===== src/rtl/rv_loader_pkg.sv =====
// Shared definitions for the instruction-memory loader.
//   state_e   : loader FSM states
//   HDR_BYTES : number of length-header bytes that precede the payload
package rv_loader_pkg;

  typedef enum logic [2:0] {
    IDLE   = 3'd0,
    LEN_LO = 3'd1,
    LEN_HI = 3'd2,
    DATA   = 3'd3,
    DONE   = 3'd4,
    ERR    = 3'd5
  } state_e;

  localparam int HDR_BYTES = 2;

endpackage


===== src/rtl/imem_loader.sv =====
// Instruction-memory loader. Receives a byte stream made of a 16-bit
// little-endian word count followed by the payload. The payload is packed
// into little-endian 32-bit words, which are written to instruction memory
// at consecutive word addresses. The processor is held until the load
// completes.
//
// Ports
//   clk        : clock, all state updates on the rising edge
//   reset      : synchronous active-high reset
//   start      : one-cycle request to begin a load session
//   in_valid   : a byte is offered on in_data
//   in_data    : byte-stream payload
//   in_ready   : the loader accepts a byte this cycle
//   mem_we     : one-cycle word write strobe
//   mem_addr   : byte address of the written word (0 while mem_we=0)
//   mem_wdata  : word to write (0 while mem_we=0)
//   cpu_hold   : holds the processor while high
//   done       : load finished successfully
//   error      : header asked for more words than fit in MEM_BYTES
//
// state  | meaning
// IDLE   | after reset, waiting for start
// LEN_LO | waiting for word_count[7:0]
// LEN_HI | waiting for word_count[15:8]; range check on accept
// DATA   | assembling payload bytes and writing words
// DONE   | load complete, processor released
// ERR    | word count too large, processor stays held
module imem_loader
  import rv_loader_pkg::*;
#(
  parameter int MEM_BYTES = 128,
  parameter int ADDR_W    = 32
) (
  input  logic              clk,
  input  logic              reset,
  input  logic              start,
  input  logic              in_valid,
  input  logic [7:0]        in_data,
  output logic              in_ready,
  output logic              mem_we,
  output logic [ADDR_W-1:0] mem_addr,
  output logic [31:0]       mem_wdata,
  output logic              cpu_hold,
  output logic              done,
  output logic              error
);

  localparam int          WC_W      = 8 * HDR_BYTES;
  localparam logic [31:0] MEM_LIMIT = 32'(MEM_BYTES);

  state_e            state_q, state_d;
  logic [WC_W-1:0]   wc_q, wc_d;
  logic [WC_W-1:0]   widx_q, widx_d;
  logic [1:0]        bcnt_q, bcnt_d;
  logic [23:0]       asm_q, asm_d;
  logic              we_q, we_d;
  logic [31:0]       wdata_q, wdata_d;

  logic              accept;
  logic              last_word;
  logic [WC_W-1:0]   total;
  logic [31:0]       bytes_req;

  always_ff @(posedge clk) begin
    if (reset) begin
      state_q <= IDLE;
      wc_q    <= '0;
      widx_q  <= '0;
      bcnt_q  <= '0;
      asm_q   <= '0;
      we_q    <= 1'b0;
      wdata_q <= '0;
    end else begin
      state_q <= state_d;
      wc_q    <= wc_d;
      widx_q  <= widx_d;
      bcnt_q  <= bcnt_d;
      asm_q   <= asm_d;
      we_q    <= we_d;
      wdata_q <= wdata_d;
    end
  end

  always_comb begin
    state_d = state_q;
    wc_d    = wc_q;
    widx_d  = widx_q;
    bcnt_d  = bcnt_q;
    asm_d   = asm_q;
    we_d    = 1'b0;
    wdata_d = '0;

    in_ready  = (state_q == LEN_LO) || (state_q == LEN_HI) || (state_q == DATA);
    accept    = in_valid && in_ready;
    total     = {in_data, wc_q[7:0]};
    bytes_req = 32'({total, 2'b00});
    // The write cycle of the final word ends the session; any byte offered
    // alongside it is surplus and dropped.
    last_word = we_q && (widx_q == wc_q - 1'b1);

    case (state_q)
      IDLE, DONE, ERR: begin
        if (start) begin
          state_d = LEN_LO;
          wc_d    = '0;
          widx_d  = '0;
          bcnt_d  = '0;
          asm_d   = '0;
        end
      end

      LEN_LO: begin
        if (accept) begin
          wc_d[7:0] = in_data;
          state_d   = LEN_HI;
        end
      end

      LEN_HI: begin
        if (accept) begin
          wc_d[15:8] = in_data;
          if (bytes_req > MEM_LIMIT) state_d = ERR;
          else if (total == '0)      state_d = DONE;
          else                       state_d = DATA;
        end
      end

      DATA: begin
        if (we_q) widx_d = widx_q + 1'b1;
        if (last_word) begin
          state_d = DONE;
        end else if (accept) begin
          bcnt_d = bcnt_q + 1'b1;
          case (bcnt_q)
            2'd0: asm_d[7:0]   = in_data;
            2'd1: asm_d[15:8]  = in_data;
            2'd2: asm_d[23:16] = in_data;
            default: begin
              we_d    = 1'b1;
              wdata_d = {in_data, asm_q};
            end
          endcase
        end
      end

      default: state_d = IDLE;
    endcase
  end

  // widx_q still holds the index of the word being written during the
  // strobe cycle; it advances at the end of that cycle.
  assign mem_we    = we_q;
  assign mem_addr  = we_q ? ADDR_W'({widx_q, 2'b00}) : '0;
  assign mem_wdata = wdata_q;
  assign cpu_hold  = (state_q != DONE);
  assign done      = (state_q == DONE);
  assign error     = (state_q == ERR);

endmodule


===== config.mk =====
export PLATFORM = sky130hd
export DESIGN_NAME = imem_loader
export DESIGN_NICKNAME = d
export VERILOG_FILES = /design/src/rtl/rv_loader_pkg.sv /design/src/rtl/imem_loader.sv
export SDC_FILE = /design/constraint.sdc
export NUM_CORES = 1
export LEC_CHECK = 0
export ABC_CLOCK_PERIOD_IN_PS = 5540
export CAP_MARGIN = 30
export CORE_UTILIZATION = 56
export CTS_CLUSTER_DIAMETER = 60
export DETAILED_ROUTE_END_ITERATION = 6
export PLACE_DENSITY = 0.84
export SETUP_SLACK_MARGIN = 0.15
export SYNTH_ARGS = -nofsm -noshare
export SYNTH_HDL_FRONTEND = slang
export SYNTH_SLANG_ARGS = --single-unit

===== constraint.sdc =====
create_clock -name clk -period 5.54 [get_ports clk]
set_input_delay 0.831 -clock clk [delete_from_list [all_inputs] [get_ports clk]]
set_output_delay 0.831 -clock clk [all_outputs]
set_load 0.01 [all_outputs]

# Word-level counts from Yosys, hierarchy flattened
# Index checks and enable logic that the tools add are counted.
# word_totals
ff_bits	94
out_inout_bits	69
elab_cells	83
# op_classes
n_addsub	3
magnitude_cmp	1
eq_ne	19
n_mux	26
bitwise	2
reduce_logical	22
# op_table
op	n
$mux W24	3
$pmux W24 S2	1
$mux W16	2
$mux W8	4
$pmux W16 S2	1
$pmux W8 S2	2
$gt A18 B8 Y1 const B	1
$mux W18	1
$mux W3	6
$add A16 B1 Y16 const B	1
$eq A16 B16 Y1	1
$logic_not A16 Y1	1
$sub A16 B1 Y16 const B	1
$reduce_and A5 Y1	3
$ne A2 B2 Y1 const B	7
$pmux W3 S4	1
$reduce_and A3 Y1	3
$reduce_and A4 Y1	2
$reduce_or A7 Y1	1
$eq A3 B2 Y1 const B	2
$eq A3 B3 Y1 const B	2
$mux W2	3
$ne A2 B1 Y1 const B	3
$reduce_bool A2 Y1	3
other kinds (14)	18

# Depth between registers and ports, before layout
# Gate-level depths: netlist of the first run.
# logic_depth
ltp_word	7
mapped_depth	12
mapped_depth_nobuf	9

# Worst setup path before layout of the first run
# Ideal clock, no wire load.
# synth_path
path_kind	register to register
startpoint	register wc_q[0]
endpoint	register bcnt_q[1]
setup_ns	0.096
t_arrival_ns	2.729
t_required_ns	5.444
setup_slack_ns	2.715
path_stages_with_launch	12
n_path_buf	2
period_less_slack_ns	2.825
cell_sequence	dfxtp_1 -> clkbuf_1 -> inv_1 -> ha_1 -> or4b_1 -> nor4b_2 -> or3_1 -> a2bb2oi_1 -> and4_1 -> buf_6 -> or4b_2 -> o41ai_2
# synth_between
elab_chain_cells	5
# synth_lines
element	line	text
from (decl)	imem_loader.sv:52	logic [WC_W-1:0] wc_q, wc_d;
from (signal assigned)	imem_loader.sv:75	wc_q <= wc_d;
$sub A16 B1 Y16	imem_loader.sv:99	last_word = we_q && (widx_q == wc_q - 1'b1);
$eq A16 B16 Y1	imem_loader.sv:99	
$logic_and A1 B1 Y1	imem_loader.sv:99	
$ne A2 B2 Y1 (no line)	-	
$reduce_and A4 Y1 (no line)	-	
to (signal assigned)	imem_loader.sv:77	bcnt_q <= bcnt_d;
to (decl)	imem_loader.sv:54	logic [1:0] bcnt_q, bcnt_d;
# No other way between the ends.
# A chain may end at the register's enable or synchronous reset.

# Worst setup path in the final report of the first run
# layout_path
startpoint	register wc_q[0]
endpoint	register wdata_q[30] (netlist: mem_wdata[30])
# layout_between
elab_chain_cells	4
# layout_lines
element	line	text
$sub A16 B1 Y16	imem_loader.sv:99	
$eq A16 B16 Y1	imem_loader.sv:99	
$logic_and A1 B1 Y1	imem_loader.sv:99	
$reduce_or A7 Y1 (no line)	-	
to (signal assigned)	imem_loader.sv:80	wdata_q <= wdata_d;
to (decl)	imem_loader.sv:57	logic [31:0] wdata_q, wdata_d;
# No other way between the ends.

==> flow_summary.json, run 1 <==
{
  "outcome": "finished clean",
  "worstSetupPathDepth": 10,
  "syn_to_final_growth_pct": 18.3,
  "final_nets": 564,
  "synth_cells": 493,
  "worstPathCellList": "inv_1 > ha_1 > or4b_1 > or2_2 > nor4b_1 > a2bb2oi_1 > and4_1 > nor4b_4 > buf_4 > and2_4",
  "synth_edf_count": 0,
  "fillers": 632,
  "wl_per_cell_um": 14.5,
  "cts-buffers-inserted": 9,
  "leakage_nw": 1.95,
  "hold_ws_ps": 461,
  "io_pins": 81,
  "clock_sinks": 94,
  "worstSetupStartpointType": "flop",
  "dp_cells": 637,
  "port-buffer-count": 64,
  "path_delay_family": "simple AND/OR/NAND/NOR gates",
  "dr.pass1.iters": 6,
  "crit_path_end_kind": "flop",
  "root_buffer": "clkbuf_8",
  "insertion_delay_ps": 360,
  "rsz0062_at_grt": "no",
  "grt_max_degree": 34,
  "fin_cells": 653,
  "pre_cts_slack_ps": 2280,
  "path_class": "reg2reg",
  "gp_congestion": 0.932,
  "slew_viol_final": 0,
  "arrival_ps": 3560,
  "drt_iter0_markers": 229,
  "fmax_mhz": 303,
  "globalRouteOverflowTotal": 0,
  "async_flop_share_pct": 0,
  "fp.dieW_um": 90.8,
  "dieArea_sq_um": 8250,
  "cp_num_buf_inv": 2,
  "ir_drop_mv": 0.158,
  "vias": 3561,
  "finalCritPeriodShare_pct": 59.6,
  "max_stage_delay_ps": 560,
  "tns_ps": 0,
  "routed_wl_um": 9460,
  "cts-root-to-sink-buffers": 2,
  "cap_violations": 0,
  "hold_viol": 0,
  "postSynthAreaPerCell_sq_um": 8.97,
  "syn_area_sq_um": 4420,
  "layout_setup_ws_ps": 2240,
  "start_util_pct": 57.5,
  "grt_pass1_wl_um": 15600,
  "grt_pass1_vias": 3257,
  "setup_viol": 0,
  "ys_warn_count": 0,
  "cpMaxStageDelayCell": "or4b_1",
  "synth_top_flop_cell": "dfxtp_1",
  "period_minus_slack_ps": 3300,
  "yosys.cell_types.count": 62,
  "cts_resized": 0,
  "hold_depth": 2,
  "slew_headroom_pct": 36.1,
  "grtUsageTotal_pct": 23.7,
  "num_rows": 32,
  "rr_worst_depth": 10,
  "hold_buffers": 0,
  "vias_per_cell": 5.45,
  "drive_gt1_share_pct": 11.8,
  "cts_tree": "done",
  "tightest_slew_ps": 951,
  "hp-class": "reg2reg",
  "multi_input_area_sq_um": 2320,
  "ff_latch_area_sq_um": 1880,
  "post-cts-setup-buffer-count": 0,
  "drc": 0,
  "ys_ff_latch": 94,
  "worstPathRequired_ps": 5800,
  "antennaDiodeCount": 0,
  "worstPathMaxFanout": 33,
  "coreArea_sq_um": 7690,
  "fin_worst_skew_ps": 12.4,
  "antenna_found_initial": 0,
  "cts.htree.levels": 3,
  "p_per_area_nw_per_um2": 273,
  "dpl.hpwl_um": 6780,
  "antenna_left": 0,
  "die_height_um": 90.8,
  "seq_area_frac_synth_pct": 42.6,
  "clk_pin_slew_ps": 100
}
[state kept, by name (all words and copies together) (netlist names)]
name and count:
wc_q 16, mem_we 1, mem_wdata 32, asm_q 24
bcnt_q 2, state_q 3, widx_q 16
[final timing paths]
kind / start / to / slack (ps)
hold reg to reg: asm_q[0] / asm_q[0] / 460
hold / removal: asm_q[0] / asm_q[0] / 460
setup reg to reg: wc_q[0] / mem_wdata[30] / 2240
setup / recovery: wc_q[0] / mem_wdata[30] / 2240
[cells in the mapped netlist, types with 10 or more instances]
| library cell | number | area share [%] |
|---|---|---|
| and2_1 | 21 | 3.0 |
| clkbuf_1 | 19 | 1.6 |
| mux2i_1 | 16 | 3.6 |
| nand2_1 | 57 | 4.8 |
| nand3_1 | 10 | 1.1 |
| and2_4 | 29 | 5.7 |
| nor2_1 | 56 | 4.8 |
| dfxtp_1 | 94 | 43 |
| buf_4 | 16 | 2.7 |
| xor2_1 | 17 | 3.4 |
| a21oi_1 | 19 | 2.2 |
| xnor2_1 | 11 | 2.2 |
[through the flow]
stage	instance area, sq um	utilization (%)	power, mW
2_1_floorplan	4480	-	0.928
3_3_place_gp	5020	65.3	0.980
3_5_place_dp	5030	65.4	0.991
4_1_cts	5230	68.0	1.43
5_1_grt	5230	68.0	1.49
6_report	5230	68.0	1.43
[final cells by class]
class	instances	share of cell area [%]
multi-input cells	365	44.4
inverters	8	0.574
repair buffers	68	12.8
flip-flops and latches	94	36.0
clock inverters	7	1.44
well taps	102	2.44
clock buffers	9	2.37
[worst reg2reg max path: cells and delay by family (launching register included)]
kind,cells,cell delay (ps)
and+or+nand+nor,6,2020
DFF,1,380
buffers and inverters,2,330
AOI/OAI and AO/OA,1,250
adders and majority gates,1,230
[layer usage]
metal	routed length [um]	track usage, %	vias to the layer above
met5	0	0	-
met2	4760	42.7	141
met3	532	3.28	18
li1	-	-	1751
met4	165	8.07	0
met1	4000	28.7	1651
[power by group]
part / total, mW / internal, mW / leakage [nW] / switching (mW)
logic: 0.264 / 0.104 / 1.10 / 0.159
registers: 0.718 / 0.689 / 0.758 / 0.0288
clock network: 0.449 / 0.178 / 0.0981 / 0.271
[cells by family (layout without fill, tap and decap cells)]
family,count (synthesis),count (layout),share of synthesized area [%]
and+or+nand+nor,231,231,29.2
DFF,94,94,42.6
AOI/OAI and AO/OA,67,67,10.8
buffers and inverters,49,92,6.20
xor gates and xnor gates,28,28,5.55
muxes,17,17,3.88
adders and majority gates,6,6,1.70
other,1,16,0.0848
[cell usage in the layout, fill, tap and decap left out, types with 6 or more instances in the layout]
| master | instances |
|---|---|
| a21oi_1 | 19 |
| a22o_1 | 8 |
| a22oi_1 | 8 |
| and2_1 | 21 |
| and2_4 | 29 |
| and3_1 | 6 |
| clkbuf_8 | 9 |
| clkdlybuf4s50_1 | 64 |
| conb_1 | 16 |
| dfxtp_1 | 94 |
| ha_1 | 6 |
| inv_1 | 8 |
| mux2i_1 | 16 |
| nand2_1 | 57 |
| nand3_1 | 10 |
| nand4_1 | 6 |
| nor2_1 | 56 |
| nor3_1 | 7 |
| o21ai_0 | 7 |
| or3_1 | 7 |
| xnor2_1 | 11 |
| xor2_1 | 17 |
Power figures use the tool's default switching activity.
==> run 2, diff against run 1 <==
--- a/config.mk
+++ b/config.mk
@@ -5,12 +5,12 @@
 export SDC_FILE = /design/constraint.sdc
 export NUM_CORES = 1
 export LEC_CHECK = 0
-export ABC_CLOCK_PERIOD_IN_PS = 5540
+export ABC_CLOCK_PERIOD_IN_PS = 3100
 export CAP_MARGIN = 30
-export CORE_UTILIZATION = 56
+export CORE_UTILIZATION = 52
 export CTS_CLUSTER_DIAMETER = 60
 export DETAILED_ROUTE_END_ITERATION = 6
-export PLACE_DENSITY = 0.84
+export PLACE_DENSITY = 0.78
 export SETUP_SLACK_MARGIN = 0.15
 export SYNTH_ARGS = -nofsm -noshare
 export SYNTH_HDL_FRONTEND = slang
==> constraint.sdc (replaced) <==
create_clock -name clk -period 3.1 [get_ports clk]
set_input_delay 0.465 -clock clk [delete_from_list [all_inputs] [get_ports clk]]
set_output_delay 0.465 -clock clk [all_outputs]
set_load 0.01 [all_outputs]
==> flow_summary.json, run 2 (synthesis results as in run 1) <==
{
  "outcome": "finished clean",
  "fmax_mhz": 338,
  "num_rows": 33,
  "cap_violations": 0,
  "leakage_nw": 2.18,
  "final_nets": 604,
  "pre_cts_slack_ps": -201,
  "rr_worst_depth": 11,
  "worstSetupStartpoint": "wc_q[1]",
  "slew_viol_final": 0,
  "grt_pass1_vias": 3422,
  "coreArea_sq_um": 8220,
  "path_delay_family": "simple AND/OR/NAND/NOR gates",
  "vias_per_cell": 5.42,
  "worstPathRequired_ps": 3380,
  "drive_gt1_share_pct": 19.6,
  "rsz0062_at_grt": "yes",
  "worstSetupPathDepth": 11,
  "largest_reg_flops": 32,
  "die_height_um": 94.2,
  "hold_buffers": 0,
  "final_common_cell": "dfxtp_1",
  "finalCritPeriodShare_pct": 95.5,
  "slew_headroom_pct": 37.0,
  "dpl.hpwl_um": 7330,
  "globalRouteOverflowTotal": 0,
  "grtUsageTotal_pct": 23.8,
  "final_core_util_pct": 68.5,
  "hold_ws_ps": 471,
  "crit_top_cell": "buf_6",
  "ir_drop_mv": 0.304,
  "worstSetupStartpointType": "flop",
  "r2r_setup_slack_ps": 140,
  "cts.htree.levels": 3,
  "reg2reg_from": "wc_q[1]",
  "max_stage_delay_ps": 480,
  "tightest_slew_ps": 938,
  "hold_viol": 0,
  "fin_cells": 696,
  "clock_sinks": 94,
  "syn_to_final_growth_pct": 27.3,
  "dp_cells": 668,
  "vias": 3770,
  "drc": 0,
  "final_cell_mix": "dfxtp_1, clkdlybuf4s50_1, nand2_1",
  "endpoint": "mem_wdata[0]",
  "layout_setup_ws_ps": 139,
  "dr.pass1.iters": 4,
  "routed_wl_um": 10600,
  "drt_iter0_markers": 169,
  "port-buffer-count": 64,
  "root_buffer": "clkbuf_8",
  "dieArea_sq_um": 8870,
  "cts-buffers-inserted": 9,
  "cpMaxStageDelayCell": "or4_4",
  "antenna_left": 0,
  "grt_max_degree": 30,
  "clk_pin_slew_ps": 100,
  "path_class": "reg2reg",
  "crit_path_end_kind": "flop",
  "period_minus_slack_ps": 2960,
  "arrival_ps": 3240,
  "gp_congestion": 0.963,
  "io_pins": 81,
  "hp-class": "reg2reg",
  "insertion_delay_ps": 370,
  "cts-root-to-sink-buffers": 2,
  "antennaDiodeCount": 0,
  "worstPathCellList": "buf_6 > or3_4 > buf_6 > or4_4 > a311o_1 > a211oi_2 > and4_4 > buf_6 > nor4b_4 > buf_4 > and2_4",
  "wl_per_cell_um": 15.2,
  "hold_depth": 2,
  "antenna_found_initial": 0,
  "worstPathMaxFanout": 6,
  "fp.dieW_um": 94.2,
  "setup_viol": 0,
  "start_util_pct": 53.8,
  "cts_tree": "done",
  "fillers": 635,
  "cp_num_buf_inv": 4,
  "grt_pass1_wl_um": 16200,
  "p_per_area_nw_per_um2": 471,
  "timing.rr.end": "mem_wdata[0]",
  "fin_worst_skew_ps": 10.8
}
## run 2: changes by cell type in the layout (fill, tap and decap cells not counted), moves of 2 or more
cell	before	now
buf_4	4	37
dfxtp_1	94	92
and2_4	29	32
dfxtp_2	0	2
nor4b_4	1	3
or3_4	0	2
and2_1	21	18
buf_6	0	4
or3_1	7	5
## run 2: cell type report
type | instances | area [sq um] | area share, %
inverters | 8 | 30.0 | 0.533
well taps | 105 | 131 | 2.33
repair buffers | 107 | 1000 | 17.8
multi-input cells | 366 | 2390 | 42.5
clock inverters | 7 | 65.1 | 1.16
clock buffers | 9 | 124 | 2.20
flip-flops and latches | 94 | 1880 | 33.5
## run 2: worst min-delay path by stage
stage | from | end | slack (ps)
6_report | asm_q[1] | asm_q[1] | 470
2_1_floorplan | asm_q[0] | mem_wdata[0] | 430
4_1_cts | asm_q[1] | asm_q[1] | 470
3_5_place_dp | asm_q[1] | mem_wdata[1] | 450
5_1_grt | asm_q[14] | mem_wdata[14] | 490
3_3_place_gp | asm_q[0] | asm_q[0] | 440
## run 2: where the power goes
group	internal [mW]	switching [mW]	leakage, nW
sequential	1.23	0.0293	0.759
clock	0.313	0.480	0.0995
combinational	0.259	0.337	1.32
total	1.80	0.847	2.18
## run 2: per-layer routing
layer | global-route usage [%] | part of all wire (%)
met1 | 28.2 | 43
met2 | 41.1 | 48
met3 | 4.37 | 5.4
met4 | 11.5 | 3.1
met5 | 0 | 0
## run 2: worst min-delay path: stages (launching register included)
cell	delay, ps
dfxtp_1	320
nand2_1	50
mux2i_1	50
## run 2: per-stage QoR
stage               setup TNS [ps]  power (mW)  area [sq um]
global placement             -1070        1.81          5250
detailed placement           -2320        1.83          5250
global route                     0        2.76          5630
CTS                              0        2.60          5490
finish                           0        2.65          5630
floorplan                        0        1.66          4480
## run 2: timing repair
item	4_1_cts	5_1_grt
pin swaps	2	11
resized for setup	4	17
gates cloned	1	1
setup buffers	3	7
setup endpoints to repair	56	40
==> run 3, diff against run 2 <==
--- a/config.mk
+++ b/config.mk
@@ -5,7 +5,6 @@
 export SDC_FILE = /design/constraint.sdc
 export NUM_CORES = 1
 export LEC_CHECK = 0
-export ABC_CLOCK_PERIOD_IN_PS = 3100
 export CAP_MARGIN = 30
 export CORE_UTILIZATION = 52
 export CTS_CLUSTER_DIAMETER = 60
==> results of run 3 <==
No change in the layout: final DEF, timing and power equal those of run 2.
